File: config.mk
export PLATFORM = sky130hd
export DESIGN_NAME = keypad_emulator
export DESIGN_NICKNAME = d
export VERILOG_FILES = /design/src/rtl/keypad_emulator.sv
export SDC_FILE = /design/constraint.sdc
export NUM_CORES = 1
export LEC_CHECK = 0
export CORE_UTILIZATION = 30
export DETAILED_ROUTE_END_ITERATION = 8
export PLACE_DENSITY_LB_ADDON = 0.25
export SLEW_MARGIN = 0
export SYNTH_ARGS = -nofsm -noshare
export SYNTH_HDL_FRONTEND = slang
export SYNTH_SLANG_ARGS = --single-unit
File: constraint.sdc
create_clock -name clk -period 2.8 [get_ports clk]
set_input_delay 0.42 -clock clk [delete_from_list [all_inputs] [get_ports clk]]
set_output_delay 0.42 -clock clk [all_outputs]
set_load 0.02 [all_outputs]
File: src/rtl/keypad_emulator.sv
// Switch side of a 4x4 matrix keypad: shorts the latched key's row to its column while closed.
// Optional contact bounce (LFSR-driven) is built when KEYPAD_BOUNCE_EN is defined.
module keypad_emulator #(
  parameter int          HOLD_W        = 8,
  parameter int          GAP_CYCLES    = 16,
  parameter int          BOUNCE_CYCLES = 32,
  parameter logic [7:0]  LFSR_SEED     = 8'hA5
) (
  input  logic              clk,
  input  logic              reset,
  input  logic              cmd_valid,
  output logic              cmd_ready,
  input  logic [3:0]        cmd_key,
  input  logic [HOLD_W-1:0] cmd_hold,
  input  logic [3:0]        rows,
  output logic [3:0]        cols,
  output logic              pressed,
  output logic              done
);

  localparam logic [2:0] S_IDLE = 3'd0;
  localparam logic [2:0] S_HOLD = 3'd2;
  localparam logic [2:0] S_GAP  = 3'd4;
`ifdef KEYPAD_BOUNCE_EN
  localparam logic [2:0] S_BOUNCE_IN  = 3'd1;
  localparam logic [2:0] S_BOUNCE_OUT = 3'd3;
`endif

  localparam int PH_W = 16;

  // The done/IDLE cycle is the last released cycle, so the GAP state itself
  // lasts GAP_CYCLES-1 cycles and is skipped entirely when GAP_CYCLES is 1.
  localparam logic [2:0]      GAP_ENTRY = (GAP_CYCLES == 1) ? S_IDLE : S_GAP;
  localparam logic [PH_W-1:0] GAP_LOAD  = PH_W'(GAP_CYCLES - 1);
  localparam logic            GAP_DONE  = (GAP_CYCLES == 1);

  logic [2:0]        state;
  logic [1:0]        row_sel;
  logic [1:0]        col_sel;
  logic [HOLD_W-1:0] hold_cnt;
  logic [HOLD_W-1:0] hold_load;
  logic [PH_W-1:0]   ph_cnt;
  logic              contact;
  logic              accept;

  assign cmd_ready = (state == S_IDLE);
  assign accept    = cmd_valid && cmd_ready;
  assign hold_load = (cmd_hold == '0) ? HOLD_W'(1) : cmd_hold;

`ifdef KEYPAD_BOUNCE_EN
  localparam logic [7:0] SEED = (LFSR_SEED == 8'h00) ? 8'h01 : LFSR_SEED;

  logic [7:0] lfsr;
  logic       in_bounce;

  assign in_bounce = (state == S_BOUNCE_IN) || (state == S_BOUNCE_OUT);

  // Fibonacci LFSR, x^8+x^6+x^5+x^4+1; advances only inside a bounce window.
  always_ff @(posedge clk) begin
    if (reset) begin
      lfsr <= SEED;
    end else if (in_bounce) begin
      lfsr <= {lfsr[6:0], lfsr[7] ^ lfsr[5] ^ lfsr[4] ^ lfsr[3]};
    end
  end
`else
  logic unused_cfg;
  assign unused_cfg = ^{LFSR_SEED, 8'(BOUNCE_CYCLES)};
`endif

  // NOTE: default assignment first so every path drives contact (no latch).
  always_comb begin
    contact = 1'b0;
    case (state)
      S_HOLD:       contact = 1'b1;
`ifdef KEYPAD_BOUNCE_EN
      S_BOUNCE_IN,
      S_BOUNCE_OUT: contact = lfsr[0];
`endif
      default:      contact = 1'b0;
    endcase
  end

  assign pressed = contact;
  assign cols    = contact ? ({4{rows[row_sel]}} & (4'b0001 << col_sel)) : 4'b0000;

  // NOTE: all state updates use <= so every register samples pre-edge values.
  always_ff @(posedge clk) begin
    if (reset) begin
      state    <= S_IDLE;
      done     <= 1'b0;
      row_sel  <= 2'd0;
      col_sel  <= 2'd0;
      hold_cnt <= '0;
      ph_cnt   <= '0;
    end else begin
      done <= 1'b0;
      case (state)
        S_IDLE: begin
          if (accept) begin
            row_sel  <= cmd_key[3:2];
            col_sel  <= cmd_key[1:0];
            hold_cnt <= hold_load;
`ifdef KEYPAD_BOUNCE_EN
            state    <= S_BOUNCE_IN;
            ph_cnt   <= PH_W'(BOUNCE_CYCLES);
`else
            state    <= S_HOLD;
`endif
          end
        end
`ifdef KEYPAD_BOUNCE_EN
        S_BOUNCE_IN: begin
          if (ph_cnt == PH_W'(1)) state  <= S_HOLD;
          else                    ph_cnt <= ph_cnt - PH_W'(1);
        end
`endif
        S_HOLD: begin
          if (hold_cnt == HOLD_W'(1)) begin
`ifdef KEYPAD_BOUNCE_EN
            state  <= S_BOUNCE_OUT;
            ph_cnt <= PH_W'(BOUNCE_CYCLES);
`else
            state  <= GAP_ENTRY;
            ph_cnt <= GAP_LOAD;
            done   <= GAP_DONE;
`endif
          end else begin
            hold_cnt <= hold_cnt - HOLD_W'(1);
          end
        end
`ifdef KEYPAD_BOUNCE_EN
        S_BOUNCE_OUT: begin
          if (ph_cnt == PH_W'(1)) begin
            state  <= GAP_ENTRY;
            ph_cnt <= GAP_LOAD;
            done   <= GAP_DONE;
          end else begin
            ph_cnt <= ph_cnt - PH_W'(1);
          end
        end
`endif
        S_GAP: begin
          if (ph_cnt <= PH_W'(1)) begin
            state <= S_IDLE;
            done  <= 1'b1;
          end else begin
            ph_cnt <= ph_cnt - PH_W'(1);
          end
        end
        default: state <= S_IDLE;
      endcase
    end
  end

endmodule

==> results of run 1 <==
[per-layer routing]
layer | vias to the layer above | track usage [%]
met4 | 0 | 5.00
met5 | - | 0
met2 | 37 | 24.4
met3 | 4 | 3.60
met1 | 754 | 18.3
li1 | 863 | -
[worst max-delay path by stage]
stage                     startpoint  cells past startpoint    endpoint
after floorplan            ph_cnt[0]                      7  ph_cnt[10]
after global placement       rows[3]                      5     cols[2]
after detailed placement     rows[3]                      5     cols[2]
after CTS                   state[1]                      5     cols[3]
after global routing        state[1]                      5     cols[0]
final                       state[1]                      5     cols[3]
[cell type report]
type                       instances  area [um2]  area share (%)
inverter                           9        33.8            1.55
tap                               72        90.1            4.13
sequential                        31         621            28.4
multi-input combinational        166        1070            48.8
clock buffer                       8         100            4.58
timing repair buffer              28         273            12.5
[cells in the final DEF (no fill, tap or decap), types with 2 or more instances in the layout]
master and n:
nor3_1 12, ha_1 4, mux2i_1 5, clkdlybuf4s50_1 25, or2_2 2, nand3_1 12
dfxtp_1 31, nor2_1 21, and2_1 2, buf_4 3, nand2_1 13, a211oi_1 5
inv_1 7, nand4_1 3, or3_1 7, o41ai_1 2, a31oi_1 5, nor4_2 2
nand2b_1 2, nor4_1 3, or4_1 6, clkbuf_8 7, and3_1 2, a21o_1 3
a21oi_1 22, o21ai_0 10, o31ai_1 4
[state kept, by name (all words and copies together) (netlist names)]
signal    cells
row_sel       2
done          1
col_sel       2
ph_cnt       16
hold_cnt      8
state         2
[per-stage QoR]
step	utilization (%)	setup WS [ns]	hold slack (ns)	power (mW)	cell area, um2
2_1_floorplan	-	0.845	0.457	0.642	1750
3_3_place_gp	37.4	0.373	0.476	0.719	2080
3_5_place_dp	37.4	0.371	0.480	0.720	2080
4_1_cts	39.2	0.337	0.490	1.12	2180
5_1_grt	39.2	0.201	0.519	1.17	2180
6_report	39.2	0.351	0.489	1.11	2180
[power by group]
| part | total, mW | switching, mW | internal [mW] |
|---|---|---|---|
| sequential | 0.490 | 0.0274 | 0.463 |
| combinational | 0.222 | 0.122 | 0.101 |
| clock | 0.394 | 0.170 | 0.224 |
| total | 1.11 | 0.319 | 0.788 |
[kinds of logic (layout without fill, tap and decap cells)]
kind of cell | after synthesis | after routing | share of synthesized area [%]
muxes | 6 | 6 | 4.14
adders and majority gates | 4 | 4 | 2.85
AOI/OAI and AO/OA | 59 | 59 | 22.0
and+or+nand+nor | 97 | 97 | 31.8
DFF | 31 | 31 | 35.4
buffers and inverters | 16 | 45 | 3.85
[critical path: stages, from the launching register on]
cell and delay [ns]:
dfxtp_1 0.50, nand2b_1 0.13, inv_2 0.17, nand2_1 0.14, nor3_1 0.17, clkdlybuf4s50_1 0.63
==> flow_metrics.env, run 1 <==
export IMPL_status="complete, no violations"
export IMPL_grt_pass1_vias=1604
export IMPL_grt_start_max_net_pins=17
export IMPL_ys_seq_elements=31
export IMPL_grt_overflow=0
export IMPL_core_area_um2=5570
export IMPL_firstDrtPassIters=4
export IMPL_reg2reg_slack_ns=0.65
export IMPL_routed_wl_um=4170
export IMPL_dieWidth_um=78.5
export IMPL_hold_start="ph_cnt[15]"
export IMPL_yosysWarnings=0
export IMPL_portBuffers=25
export IMPL_hold_path_class="register to register"
export IMPL_antenna_found_initial=0
export IMPL_max_slew_worst_pin_slew_ns=0.586
export IMPL_cp_end_kind="output port"
export IMPL_hold_depth=2
export IMPL_vias=1658
export IMPL_clock_path_buffers=2
export IMPL_finalSetupViolCount=0
export IMPL_hold_viol=0
export IMPL_viasPerCell=5.28
export IMPL_drcViolationCount=0
export IMPL_grt_usage_pct=14.6
export IMPL_die_y_um=78.5
export IMPL_cts_tree="built"
export IMPL_synthFlopType="dfxtp_1"
export IMPL_max_freq_mhz=408
export IMPL_yosysTopAreaCell="dfxtp_1"
export IMPL_ff2ff_path_depth=6
export IMPL_power_density_nw_per_um2=507
export IMPL_final_setup_tns_ns=0
export IMPL_clkTransAtPathRegs_ns=0.06
export IMPL_maxCapViolations=0
export IMPL_ys_types=49
export IMPL_insertion_delay_ns=0.28
export IMPL_highest_layer="met4"
export IMPL_htreeDepth=2
export IMPL_wl_met3_um=152
export IMPL_worst_clock_skew_ns=0.00270
export IMPL_dp_hpwl_um=2950
export IMPL_drtAntennaViolNets=0
export IMPL_grt_pass1_wl_um=7180
export IMPL_synth_most_common_cell="dfxtp_1"
export IMPL_wl_met2_um=1800
export IMPL_dp_cells=306
export IMPL_cts_setup_buffers=0
export IMPL_initial_utilization_pct=31.5
export IMPL_synthCells=213
export IMPL_seq_area_frac_synth_pct=35.4
export IMPL_synth_edf_count=0
export IMPL_relSlewSlack_pct=60.8
export IMPL_cts_buffers=5
export IMPL_drt_met1_wl_um=2180
export IMPL_critPathLaunchType="register"
export IMPL_reg2reg_to="ph_cnt[12]"
export IMPL_holdPathEnd="ph_cnt[15]"
export IMPL_peakVddDrop_mv=0.212
export IMPL_reg2reg_from="ph_cnt[0]"
export IMPL_syn_to_final_growth_pct=24.5
export IMPL_synthArstFlopShare_pct=0
export IMPL_leakagePower_nw=0.747
export IMPL_drive_gt1_share_pct=8.68
export IMPL_crit_type="register to output port"
export IMPL_row_count=27
export IMPL_drt_initial_drc_count=69
export IMPL_wl_per_cell_um=13.3
export IMPL_synth_common_cells="dfxtp_1 (31), a21oi_1 (22), nor2_1 (21)"
export IMPL_syn_area_um2=1750
export IMPL_synth_top_area_share_pct=35.4
export IMPL_num_nets_final=264
export IMPL_n_fill_cell=612
export IMPL_synth_nets=236
export IMPL_stdcell_count=314
export IMPL_gp_congestion=0.776
export IMPL_cts_resized=0
export IMPL_antennaDiodeCount=0
export IMPL_ys_top_cells_by_area="dfxtp_1 (35%), a21oi_1 (6.3%), nor2_1 (4.5%), nand3_1 (3.4%), nor3_1 (3.4%)"
export IMPL_ctsHoldBuffers=0
export IMPL_slew_viol_final=0
export IMPL_post_route_min_period_ns=2.45
export IMPL_die_area_um2=6160
export IMPL_cp_max_fo=10
export IMPL_min_period_over_period_pct=87.5
export IMPL_crit_arrival_ns=2.03
export IMPL_num_io_pins=26
export IMPL_clockRootBuffer="clkbuf_8"
export IMPL_avgSynthCellArea_um2=8.24
export IMPL_rsz0062_at_grt="false"
export IMPL_worstPathRequired_ns=2.38
export IMPL_clkSinkCount=31
Power figures use the tool's default switching activity.
==> inputs of run 2 (changes only) <==
- clock period: 2.8 -> 2.7 ns (I/O delays scaled with it)
==> run 2 against run 1 <==
Effect of this change: design area is the same; critical path type unchanged; sequential share of layout area is the same; sequential power grew 4%; clock power grew 3%; flip-flop and latch count is the same; clock skew grew 0.0023 ns; worst setup slack lost 0.084 ns; first-iteration DRC count grew 46%; wire length is essentially flat.
==> flow_metrics.env, run 2 (same netlist as run 1, synthesis figures left out) <==
export IMPL_status="complete, no violations"
export IMPL_grt_start_max_net_pins=17
export IMPL_gp_congestion=0.774
export IMPL_viasPerCell=5.30
export IMPL_grt_overflow=0
export IMPL_critPathLaunchType="register"
export IMPL_clkSinkCount=31
export IMPL_cts_setup_buffers=0
export IMPL_reg2reg_from="ph_cnt[0]"
export IMPL_vias=1665
export IMPL_max_freq_mhz=411
export IMPL_cts_resized=0
export IMPL_crit_type="register to output port"
export IMPL_dp_hpwl_um=3040
export IMPL_grt_usage_pct=14.4
export IMPL_maxCapViolations=0
export IMPL_cts_tree="built"
export IMPL_final_cell_mix="dfxtp_1 (31), clkdlybuf4s50_1 (25), a21oi_1 (22), nor2_1 (21), nand2_1 (13)"
export IMPL_grt_pass1_wl_um=6970
export IMPL_n_fill_cell=590
export IMPL_cp_max_fo=10
export IMPL_worst_clock_skew_ns=0.00496
export IMPL_peakVddDrop_mv=0.201
export IMPL_hold_path_class="register to register"
export IMPL_min_period_over_period_pct=90.1
export IMPL_largest_register="ph_cnt"
export IMPL_drtAntennaViolNets=0
export IMPL_syn_to_final_growth_pct=24.5
export IMPL_leakagePower_nw=0.747
export IMPL_drive_gt1_share_pct=8.68
export IMPL_core_area_um2=5570
export IMPL_max_slew_worst_pin_slew_ns=0.564
export IMPL_cts_buffers=5
export IMPL_final_common_cell="dfxtp_1"
export IMPL_rsz0062_at_grt="false"
export IMPL_relSlewSlack_pct=62.2
export IMPL_holdWs_ns=0.497
export IMPL_wl_per_cell_um=13.3
export IMPL_ctsHoldBuffers=0
export IMPL_clock_path_buffers=2
export IMPL_portBuffers=25
export IMPL_antennaDiodeCount=0
export IMPL_final_setup_tns_ns=0
export IMPL_clkTransAtPathRegs_ns=0.07
export IMPL_num_io_pins=26
export IMPL_worstPathRequired_ns=2.30
export IMPL_routed_wl_um=4170
export IMPL_crit_arrival_ns=2.03
export IMPL_largestRegisters="ph_cnt (16), hold_cnt (8)"
export IMPL_largest_reg_flops=16
export IMPL_startpoint="state[1]"
export IMPL_grt_pass1_vias=1532
export IMPL_post_route_min_period_ns=2.43
export IMPL_num_nets_final=264
export IMPL_insertion_delay_ns=0.28
export IMPL_clockRootBuffer="clkbuf_8"
export IMPL_antenna_found_initial=0
export IMPL_finalSetupViolCount=0
export IMPL_power_density_nw_per_um2=523
export IMPL_drcViolationCount=0
export IMPL_firstDrtPassIters=4
export IMPL_drt_initial_drc_count=101
export IMPL_initial_utilization_pct=31.5
export IMPL_die_y_um=78.5
export IMPL_hold_viol=0
export IMPL_die_area_um2=6160
export IMPL_dieWidth_um=78.5
export IMPL_cp_end_kind="output port"
export IMPL_hold_start="ph_cnt[14]"
export IMPL_htreeDepth=2
export IMPL_slew_viol_final=0
export IMPL_row_count=27
run 2: layout make-up:
class / count / area (um2) / share of cell area, %
Tap cell: 72 / 90.1 / 4.13
Sequential cell: 31 / 621 / 28.4
Multi-Input combinational cell: 166 / 1070 / 48.8
Clock buffer: 8 / 100 / 4.58
Timing Repair Buffer: 28 / 273 / 12.5
Inverter: 9 / 33.8 / 1.55
run 2: layer usage:
| metal | vias up | wire [um] | global-route usage (%) |
|---|---|---|---|
| met3 | 7 | 114 | 3.49 |
| met1 | 762 | 2150 | 18.5 |
| met5 | - | 0 | 0 |
| met2 | 30 | 1840 | 23.0 |
| li1 | 866 | - | - |
| met4 | 0 | 63 | 5.56 |
run 2: worst max-delay path, stage by stage (launching register included):
cell and delay [ns]:
dfxtp_1 0.50, nand2b_1 0.13, inv_2 0.18, nand2_1 0.13
nor3_1 0.17, clkdlybuf4s50_1 0.64
run 2: worst paths after layout:
| path | slack (ns) | end | depth (start not counted) |
|---|---|---|---|
| max reg2reg | 0.55 | ph_cnt[12] | 6 |
| max | 0.27 | cols[3] | 5 |
| min | 0.50 | ph_cnt[14] | 2 |
| min reg2reg | 0.50 | ph_cnt[14] | 2 |
run 2: through the flow:
stage / cell area [um2] / total power [mW] / utilization [%] / cells / setup slack, ns
final: 2180 / 1.14 / 39.2 / 314 / 0.267
after global routing: 2180 / 1.20 / 39.2 / 314 / 0.137
after detailed placement: 2080 / 0.747 / 37.4 / 306 / 0.311
after global placement: 2080 / 0.745 / 37.4 / 306 / 0.304
after CTS: 2180 / 1.16 / 39.2 / 314 / 0.259
after floorplan: 1750 / 0.666 / - / 213 / 0.745
run 2: report_power, final:
part | switching (mW) | internal, mW
clock network | 0.173 | 0.233
logic | 0.125 | 0.104
registers | 0.0279 | 0.480
==> inputs of run 3 (changes only) <==
- CORE_ASPECT_RATIO: not set -> 1.4
- CTS_BUF_LIST: not set -> sky130_fd_sc_hd__clkbuf_16
==> run 3 against run 2 <==
Effect of this change: non-clock buffer count did not move; design area grew 1.4%; maximum frequency rose by 0.62%; largest cell class unchanged; register-to-register slack about the same; sequential power about the same; critical path depth is the same.
==> flow_metrics.env, run 3 (same netlist as run 1, synthesis figures left out) <==
export IMPL_status="complete, no violations"
export IMPL_hold_start="ph_cnt[15]"
export IMPL_critPathLaunchType="register"
export IMPL_worstPathRequired_ns=2.30
export IMPL_clkTransAtPathRegs_ns=0.05
export IMPL_maxCapViolations=0
export IMPL_num_nets_final=264
export IMPL_dp_hpwl_um=3100
export IMPL_post_place_ws_ns=0.299
export IMPL_routed_wl_um=4220
export IMPL_largestRegisters="ph_cnt (16), hold_cnt (8)"
export IMPL_antennaDiodeCount=0
export IMPL_die_area_um2=6160
export IMPL_cts_tree="built"
export IMPL_die_y_um=92.5
export IMPL_htreeDepth=2
export IMPL_startpoint="state[1]"
export IMPL_core_area_um2=5570
export IMPL_cts_setup_buffers=0
export IMPL_switchingPower_uw=348
export IMPL_cp_end_kind="output port"
export IMPL_portBuffers=25
export IMPL_crit_arrival_ns=2.01
export IMPL_firstDrtPassIters=4
export IMPL_antenna_found_initial=0
export IMPL_min_period_over_period_pct=89.6
export IMPL_ctsHoldBuffers=0
export IMPL_viasPerCell=5.43
export IMPL_relSlewSlack_pct=61.3
export IMPL_initial_utilization_pct=31.5
export IMPL_peakVddDrop_mv=0.231
export IMPL_grt_overflow=0
export IMPL_grt_pass1_vias=1644
export IMPL_leakagePower_nw=0.766
export IMPL_clkSinkCount=31
export IMPL_cp_max_fo=10
export IMPL_internal_power_uw=916
export IMPL_max_freq_mhz=413
export IMPL_gp_congestion=0.778
export IMPL_stdcell_count=310
export IMPL_combPwrFrac_pct=17.9
export IMPL_grt_start_max_net_pins=17
export IMPL_final_common_cell="dfxtp_1"
export IMPL_dp_cells=302
export IMPL_num_io_pins=26
export IMPL_wl_per_cell_um=13.6
export IMPL_slew_viol_final=0
export IMPL_setup_ws_ns=0.282
export IMPL_drtAntennaViolNets=0
export IMPL_cts_buffers=5
export IMPL_cts_resized=0
export IMPL_syn_to_final_growth_pct=26.2
export IMPL_clkPwrFrac_pct=41.7
export IMPL_holdWs_ns=0.488
export IMPL_grt_usage_pct=15.6
export IMPL_hold_viol=0
export IMPL_insertion_delay_ns=0.28
export IMPL_largest_register="ph_cnt"
export IMPL_rsz0062_at_grt="false"
export IMPL_n_fill_cell=563
export IMPL_drcViolationCount=0
export IMPL_crit_type="register to output port"
export IMPL_final_setup_tns_ns=0
export IMPL_power_density_nw_per_um2=571
export IMPL_final_cell_mix="dfxtp_1 (31), clkdlybuf4s50_1 (25), a21oi_1 (22), nor2_1 (21), nand2_1 (13)"
export IMPL_finalSetupViolCount=0
export IMPL_hold_path_class="register to register"
export IMPL_post_route_min_period_ns=2.42
export IMPL_dieWidth_um=66.6
export IMPL_clockRootBuffer="clkbuf_16"
export IMPL_vias=1684
export IMPL_grt_pass1_wl_um=7380
export IMPL_clock_path_buffers=2
export IMPL_max_slew_worst_pin_slew_ns=0.578
export IMPL_row_count=32
export IMPL_swShare_pct=27.5
export IMPL_drive_gt1_share_pct=7.85
export IMPL_worst_clock_skew_ns=0.00356
export IMPL_reg2reg_from="ph_cnt[0]"
export IMPL_largest_reg_flops=16
export IMPL_pwr_share_seq_pct=40.4
export IMPL_drt_initial_drc_count=45
==> run 3: layout make-up <==
class / count / area, um2 / area share, %
Inverter: 9 / 33.8 / 1.53
Multi-Input combinational cell: 166 / 1070 / 48.1
Timing Repair Buffer: 28 / 273 / 12.3
Clock inverter: 3 / 11.3 / 0.508
Clock buffer: 5 / 125 / 5.65
Tap cell: 68 / 85.1 / 3.84
Sequential cell: 31 / 621 / 28.0
==> run 3: stage by stage <==
step           util, %  power [mW]  area [um2]
6_report          39.8        1.26        2210
5_1_grt           39.8        1.33        2210
4_1_cts           39.8        1.28        2210
3_5_place_dp      37.3       0.745        2080
3_3_place_gp      37.3       0.745        2080
2_1_floorplan        -       0.666        1750
==> run 3: final timing paths <==
path / end / slack [ns] / cells after the start
max: cols[0] / 0.28 / 5
min: ph_cnt[15] / 0.49 / 2
max reg2reg: ph_cnt[14] / 0.55 / 6
min reg2reg: ph_cnt[15] / 0.49 / 2
==> run 3: power groups by stage <==
stage / clock network, mW / registers [mW] / logic, mW
6_report: 0.528 / 0.510 / 0.227
5_1_grt: 0.561 / 0.514 / 0.252
4_1_cts: 0.539 / 0.509 / 0.228
3_5_place_dp: 0 / 0.519 / 0.227
3_3_place_gp: 0 / 0.519 / 0.226
2_1_floorplan: 0 / 0.509 / 0.157
==> run 3: critical path: stages, from the launching register on <==
cell             delay [ns]
dfxtp_1                0.50
nand2b_1               0.13
inv_2                  0.17
nand2_1                0.14
nor3_1                 0.17
clkdlybuf4s50_1        0.63
==> run 3: routing by layer <==
metal  track usage [%]  part of all wire [%]  up-vias
met1              17.5                    43      779
met3              4.19                   4.0        8
met4              6.56                   2.0        0
met5                 0                     0        -
li1                  -                     -      860
met2              26.9                    51       37
